File: src/rtl/alu_control_md.sv
// MIPS-32 ALU control decode plus an iterative multiply/divide engine
// that owns HI/LO and stalls the execute stage while it runs.
module alu_control_md #(
    parameter int DATA_W = 32
) (
    input  logic              clk,
    input  logic              reset_n,
    input  logic              in_valid,
    input  logic [1:0]        alu_op,
    input  logic [5:0]        funct,
    input  logic [DATA_W-1:0] op_a,
    input  logic [DATA_W-1:0] op_b,
    output logic [3:0]        alu_ctrl,
    output logic [DATA_W-1:0] md_result,
    output logic [DATA_W-1:0] hi,
    output logic [DATA_W-1:0] lo,
    output logic              busy,
    output logic              done,
    output logic              stall
);
    localparam int W  = DATA_W;
    localparam int CW = $clog2(DATA_W + 1);

    localparam logic [5:0] F_MFHI  = 6'b010000;
    localparam logic [5:0] F_MFLO  = 6'b010010;
    localparam logic [5:0] F_MULT  = 6'b011000;
    localparam logic [5:0] F_MULTU = 6'b011001;
    localparam logic [5:0] F_DIV   = 6'b011010;
    localparam logic [5:0] F_DIVU  = 6'b011011;

    typedef enum logic [1:0] {S_IDLE, S_MUL, S_DIV, S_FIX} state_t;
    state_t state, state_nx;

    logic [CW-1:0] cnt;
    logic [2*W:0]  acc;
    logic [W-1:0]  opnd;
    logic          is_div, dz, neg_q, neg_r;

    logic          rtype, is_md, is_mf, accept, last;
    logic          sgn, sa, sb;
    logic [W-1:0]  ma, mb;
    logic [W:0]    m_sum, d_sh, d_dif;
    logic [2*W-1:0] prod;
    logic [W-1:0]  q_fix, r_fix;

    assign rtype  = alu_op == 2'b10;
    assign is_md  = funct[5:2] == 4'b0110;
    assign is_mf  = funct == F_MFHI || funct == F_MFLO;
    assign accept = in_valid && rtype && is_md && state == S_IDLE;
    assign last   = cnt == CW'(W - 1);
    assign busy   = state != S_IDLE;
    assign stall  = in_valid && busy && rtype && (is_md || is_mf);

    assign md_result = !rtype          ? '0 :
                       funct == F_MFHI ? hi :
                       funct == F_MFLO ? lo : '0;

    always_comb begin
        alu_ctrl = 4'b1111;
        unique case (alu_op)
            2'b00: alu_ctrl = 4'b0010;
            2'b01: alu_ctrl = 4'b0110;
            2'b11: alu_ctrl = 4'b0000;
            default: begin
                case (funct)
                    6'b100000: alu_ctrl = 4'b0010;
                    6'b100010: alu_ctrl = 4'b0110;
                    6'b100100: alu_ctrl = 4'b0000;
                    6'b100101: alu_ctrl = 4'b0001;
                    6'b100110: alu_ctrl = 4'b0011;
                    6'b100111: alu_ctrl = 4'b1100;
                    6'b101010: alu_ctrl = 4'b0111;
                    6'b000000: alu_ctrl = 4'b1000;
                    6'b000010: alu_ctrl = 4'b1001;
                    F_MFHI, F_MFLO: alu_ctrl = 4'b1110;
                    F_MULT, F_MULTU, F_DIV, F_DIVU: alu_ctrl = 4'b1101;
                    default: alu_ctrl = 4'b1111;
                endcase
            end
        endcase
    end

    // Even funct codes are the signed variants
    assign sgn = ~funct[0];
    assign sa  = sgn & op_a[W-1];
    assign sb  = sgn & op_b[W-1];
    assign ma  = sa ? -op_a : op_a;
    assign mb  = sb ? -op_b : op_b;

    // acc = {partial product, multiplier} or {remainder, quotient}
    assign m_sum = acc[2*W:W] + {1'b0, acc[0] ? opnd : {W{1'b0}}};
    assign d_sh  = {acc[2*W-1:W], acc[W-1]};
    assign d_dif = d_sh - {1'b0, opnd};

    assign prod  = neg_q ? -acc[2*W-1:0] : acc[2*W-1:0];
    assign q_fix = neg_q ? -acc[W-1:0] : acc[W-1:0];
    assign r_fix = neg_r ? -acc[2*W-1:W] : acc[2*W-1:W];

    always_ff @(posedge clk or negedge reset_n) begin
        if (!reset_n) state <= S_IDLE;
        else          state <= state_nx;
    end

    always_comb begin
        state_nx = state;
        case (state)
            S_IDLE: if (accept)
                state_nx = !funct[1]     ? S_MUL :
                           op_b == '0    ? S_FIX : S_DIV;
            S_MUL, S_DIV: if (last) state_nx = S_FIX;
            S_FIX:   state_nx = S_IDLE;
            default: state_nx = S_IDLE;
        endcase
    end

    always_ff @(posedge clk or negedge reset_n) begin
        if (!reset_n) begin
            cnt    <= '0;
            acc    <= '0;
            opnd   <= '0;
            is_div <= 1'b0;
            dz     <= 1'b0;
            neg_q  <= 1'b0;
            neg_r  <= 1'b0;
            hi     <= '0;
            lo     <= '0;
            done   <= 1'b0;
        end else begin
            done <= 1'b0;
            case (state)
                S_IDLE: if (accept) begin
                    cnt    <= '0;
                    is_div <= funct[1];
                    dz     <= funct[1] && op_b == '0;
                    neg_q  <= sa ^ sb;
                    neg_r  <= sa;
                    opnd   <= funct[1] ? mb : ma;
                    acc    <= {{(W+1){1'b0}},
                               !funct[1] ? mb : op_b == '0 ? op_a : ma};
                end
                S_MUL: begin
                    acc <= {1'b0, m_sum, acc[W-1:1]};
                    cnt <= cnt + 1'b1;
                end
                S_DIV: begin
                    acc <= d_dif[W] ? {d_sh, acc[W-2:0], 1'b0}
                                    : {d_dif, acc[W-2:0], 1'b1};
                    cnt <= cnt + 1'b1;
                end
                S_FIX: begin
                    done <= 1'b1;
                    if (dz) begin
                        hi <= acc[W-1:0];
                        lo <= '1;
                    end else if (is_div) begin
                        hi <= r_fix;
                        lo <= q_fix;
                    end else begin
                        {hi, lo} <= prod;
                    end
                end
                default: ;
            endcase
        end
    end
endmodule

File: config.mk
export PLATFORM = sky130hd
export DESIGN_NAME = alu_control_md
export DESIGN_NICKNAME = d
export VERILOG_FILES = /design/src/rtl/alu_control_md.sv
export SDC_FILE = /design/constraint.sdc
export NUM_CORES = 1
export LEC_CHECK = 0
export ABC_AREA = 1
export CAP_MARGIN = 20
export CORE_MARGIN = 5
export CORE_UTILIZATION = 40
export DETAILED_ROUTE_END_ITERATION = 8
export MAX_ROUTING_LAYER = met4
export RECOVER_POWER = 25
export SLEW_MARGIN = 20
export SYNTH_ARGS = -nofsm -noshare
export SYNTH_HDL_FRONTEND = slang
export SYNTH_SLANG_ARGS = --single-unit
File: constraint.sdc
create_clock -name clk -period 7.5 [get_ports clk]
set_input_delay 1.5 -clock clk [delete_from_list [all_inputs] [get_ports clk]]
set_output_delay 1.5 -clock clk [all_outputs]
set_load 0.02 [all_outputs]
[Word-level counts from Yosys, hierarchy flattened]
Memory sizes are Yosys's and may differ from the RTL's.
Index checks and enable logic that the tools add are counted.
Storage, ports and cells
  memories kept: 1
  bits in read-only memories: 256
  register bits: 174
  input port bits: 75
  output and inout bits: 103
Memory list
  (name not given): depth 64, bits a word 4, rd ports 1, clocked after memory_dff 0, write ports 0, RTL line 65  | case (funct)
Operators by class
  equal/unequal tests: 12
  $add $sub $neg: 8
  reduce and logical (&&, ||, !) cells: 20
  bitwise operators: 4
  muxes and demuxes: 28
Operator list (number)
  32-bit 2-to-1 mux: 15
  65-bit one-hot mux with 3 select lines: 1
  65-bit 2-to-1 mux: 2
  32-bit negator: 4
  64-bit 2-to-1 mux: 1
  64-bit negator: 1
  33-bit by 32-bit adder with 33-bit output: 1
  33-bit by 32-bit subtractor with 33-bit output: 1
  32-bit zero test: 1
  6-bit by 5-bit equality test with 1-bit output, second input constant: 3
  4-bit one-hot mux with 3 select lines: 1
  6-bit one-hot mux with 2 select lines: 1
  2-bit equality test, second input constant: 4
  2-bit AND reduction: 4
  1-bit logical AND: 7
  6-bit by 1-bit adder with 6-bit output, second input constant: 1
  2-bit 2-to-1 mux: 3
  6-bit 2-to-1 mux: 1
  2-bit one-hot mux with 3 select lines: 1
  2-bit by 1-bit equality test with 1-bit output, second input constant: 2
  4-bit by 3-bit equality test with 1-bit output, second input constant: 1
  2-bit zero test: 2
  2-bit nonzero test: 2
  3-bit nonzero test: 1
  other kinds (8): 11

[Depth between registers and ports, before layout]
Gate-level depths: netlist of the first run.
  depth in word-level cells: 7
  mapped depth: 22
  gate-level depth less buffers: 22

[Worst setup path before layout of the first run]
OpenSTA, ideal clock, no wires.
  path type: input-to-output
  start: in funct[1]
  end: out md_result[0]
  stages on the path: 10
  setup slack: 2.905 ns
  arrival time: 3.095 ns
  cells stage by stage: inv_2 -> clkbuf_1 -> ha_1 -> inv_1 -> nor2_1 -> inv_1 -> nor2_2 -> buf_2 -> nand2_1 -> a21oi_1
On the way
  longest elaborated chain between the ends: 4
  elaborated cells on any way between the ends: 5
  classes of those cells: eq/ne (2); mux (3)
Ends and longest elaborated chain
  from (decl): RTL line 10  | input logic [5:0] funct,
  6-bit by 5-bit equality test with 1-bit output: RTL line 56  | funct == F_MFLO ? lo : '0;
  32-bit 2-to-1 mux: RTL line 56
  32-bit 2-to-1 mux (*): RTL line 55  | funct == F_MFHI ? hi :
  32-bit 2-to-1 mux (*): RTL line 54  | assign md_result = !rtype ? '0 :
  to (decl): RTL line 14  | output logic [DATA_W-1:0] md_result,
Mark *: on every way between the ends. The rest lies on a longest branch, timed or not.

[Final worst setup path of the first run]
  start: in funct[1]
  end: out md_result[24]
The elaborated chain is that of the path after synthesis.

==> impl_metrics.toml, run 1 <==
[clock_network]
cts_buffer_depth = 2
h-tree-depth = 4
cts_tree = "done"
clk_latency_ns = 0.51
cts_root_buf = "clkbuf_16"
cts_buffers = 17
cts_setup_buffers = 0
clk_pin_slew_ns = 0.08
clock_sinks = 174
cts-hold-fix-buffers = 0
cts_resized = 0

[yosys]
synthFlopType = "dfrtp_1"
synth_top_area_share_pct = 23.2
syn_inst = 3208
synth-seq-cells = 174
synth.avg_cell_area_um2 = 5.84
async_reset_ff_share_pct = 100
ys_top_cells_by_count = "nand2_1, nor2_1, inv_1, nand3_1, a21oi_1"
yosysTopAreaCell = "dfrtp_1"
synth_seq_area_share_pct = 23.2
mappedNetlistArea_um2 = 18700
synthMostInstantiatedCell = "nand2_1"
synth_edf_count = 0
ys_types = 59
synth_fp_nets = 3363
ys_warn_count = 0
synth_area_leaders = "dfrtp_1, nand2_1, nor2_1"

[sta]
drv_slew = 147
rsz0062_at_grt = "false"
max_freq_ghz = 0.157
fin_hold_ws_ns = 0.512
worst_clock_skew_ns = 0.0167
min_period_over_period_pct = 85.0
hold_viol = 0
worst_pin_slew_ns = 4.90
setup-violations-final = 0
fin_tns_setup_ns = 0
slew_headroom_pct = -227
fin_crit_ns = 6.38

[power_and_ir_drop]
power.density_nw_per_um2 = 477
irDropWorstVdd_v = 0.000344
p_leak_nw = 10.5

[global_routing]
grt_util_all_layers_pct = 35.2
grt_pass1_wl_um = 132000
grt_overflow = 0
grt_start_max_net_pins = 81
grt_use_met2_pct = 50.2
met3_usage_pct = 6.91
antenna_found_initial = 1
grt_pass1_vias = 20900
grt_util_met1_pct = 49.9
grt-busiest-layer = "met2"

[finish]
final_nets = 3471
fill_cells = 5074
drive_gt1_share_pct = 4.90
syn_to_final_growth_pct = 15.1

[floorplan]
rows = 79
fp.dieH_um = 226
ios = 178
dieArea_um2 = 51300
fp.dieW_um = 226
core_um2 = 46500
start_util_pct = 40.3

[route]
drt-vias-per-instance = 5.77
finalWirelength_um = 90300
drtIter0Drc = 2618
wire_per_inst_um = 22.9
drcViolationCount = 0
vias = 22700
drt_pass1_iterations = 8
ant_nets = 0

[flow_run]
drv_cap = 3

[setup_path]
crit_slowest_cell = "clkdlybuf4s50_1"
cp_num_buf_inv = 7
path_cells = "clkdlybuf4s50_1, inv_2, ha_1, inv_1, nor2_1, inv_1, buf_4, nor2_2, buf_4, nand2_1, a21oi_1, clkdlybuf4s50_1"
reg2regPathDepth = 20
worstReg2RegStart = "acc[31]$_DFFE_PN0P_"
slowest_delay_ns = 0.64
path_depth = 12
critical_path_arrival_ns = 4.88
end_kind = "output port"
critPathKind = "input pin to output port"
worst_ep_required_time_ns = 6.00
r2r_slack_ns = 2.80
r2r_end = "acc[37]$_DFFE_PN0P_"
critPathMaxFanout = 34
cp-start-kind = "input pin"
cp_top_family = "buffers and inverters"

[status]
violations = "capacitance limit, slew limit"
status = "finished, violations left"

[min_path]
holdPathEnd = "hi[1]$_DFFE_PN0P_"
hold-path-cell-count = 2
hp-start = "hi[1]$_DFFE_PN0P_"
hp-class = "flip-flop to flip-flop"

[placement]
dp_hpwl_um = 73600
gp_congestion = 1.09
portBuffers = 177
==> per-stage QoR <==
step | utilization (%) | power, mW | std cells | worst slack [ns] | instance area, um^2
6_report | 46.4 | 10.3 | 3936 | 1.12 | 21600
5_1_grt | 46.4 | 11.0 | 3936 | 0.584 | 21600
4_1_cts | 46.4 | 10.1 | 3935 | 1.18 | 21600
3_5_place_dp | 45.0 | 9.02 | 3904 | 1.18 | 20900
3_3_place_gp | 45.0 | 8.95 | 3904 | 1.26 | 20900
2_1_floorplan | - | 6.53 | 3208 | 2.90 | 18700
==> state kept, by name (all words and copies together) (netlist names) <==
name and flops:
cnt 6, lo 32, done 1, hi 32, state 2, neg_q 1
opnd 32, is_div 1, acc 65, dz 1, neg_r 1
==> kinds of logic (layout without fill, tap and decap cells) <==
kind of cell	after synthesis	in the layout	share of synthesized area [%]
buffers and inverters	495	615	10.5
XOR/XNOR	58	58	2.71
AO/OA/AOI/OAI	568	568	17.1
other	0	1	0
adder cells (fa/ha/maj)	80	80	5.42
flip-flops	174	174	23.2
AND/OR/NAND/NOR	1833	1833	41.0
==> cell type report <==
class | instances | area (um^2) | share of cell area (%)
Antenna cell | 1 | 2.50 | 0.0116
Clock inverter | 14 | 225 | 1.04
Clock buffer | 17 | 425 | 1.97
Tap cell | 607 | 759 | 3.52
Multi-Input combinational cell | 2539 | 12400 | 57.6
Sequential cell | 174 | 4350 | 20.2
Timing Repair Buffer | 198 | 1920 | 8.88
Inverter | 386 | 1460 | 6.75
==> worst max-delay path by stage <==
stage                  start            endpoint  slack [ns]
floorplan           funct[1]        md_result[0]        2.90
global route         reset_n  acc[5]$_DFFE_PN0P_        0.58
detailed placement  funct[1]       md_result[12]        1.18
global placement    funct[1]               stall        1.26
finish              funct[1]       md_result[24]        1.12
CTS                 funct[1]       md_result[12]        1.18
==> report_power, final <==
group | internal [mW] | leakage, nW | total (mW) | switching [mW]
clock | 0.571 | 0.319 | 1.04 | 0.468
sequential | 1.35 | 2.05 | 1.98 | 0.632
combinational | 2.28 | 8.13 | 7.28 | 5.00
total | 4.19 | 10.5 | 10.3 | 6.10
==> worst register-to-register path, stage by stage (launching register included) <==
cell and delay [ns]:
dfrtp_1 0.49, inv_1 0.22, ha_1 0.33, fa_1 0.40
inv_1 0.13, nand2_1 0.10, o21ai_0 0.47, nand2_1 0.14
nand2_1 0.13, nand2_1 0.06, nand2_1 0.18, nand2_1 0.11
nand2_1 0.10, a21oi_1 0.09, o21bai_1 0.17, ha_1 0.27
buf_4 0.27, o21ai_0 0.57, o32ai_1 0.16, nand2_1 0.11
o21ai_0 0.08
==> cell usage in the layout (no fill, tap or decap), types with 47 or more instances in the layout <==
cell and count:
nand2_1 1061, nor2_1 363, inv_1 347, nand3_1 265, a21oi_1 248, clkdlybuf4s50_1 176
dfrtp_1 174, o21ai_0 134, ha_1 78, o22ai_1 47
==> per-layer routing <==
metal | up-vias | share of wire [%]
met1 | 10700 | 45
met4 | 0 | 3.6
met2 | 1216 | 42
li1 | 10600 | -
met3 | 137 | 9.4
met5 | - | 0
(Power assumes the default switching activity.)
==> run 2: changes to the inputs <==
CTS_CLUSTER_SIZE = 12   (was unset)
==> results of run 2 <==
The final DEF is identical to that of run 1; final timing and power are the same.
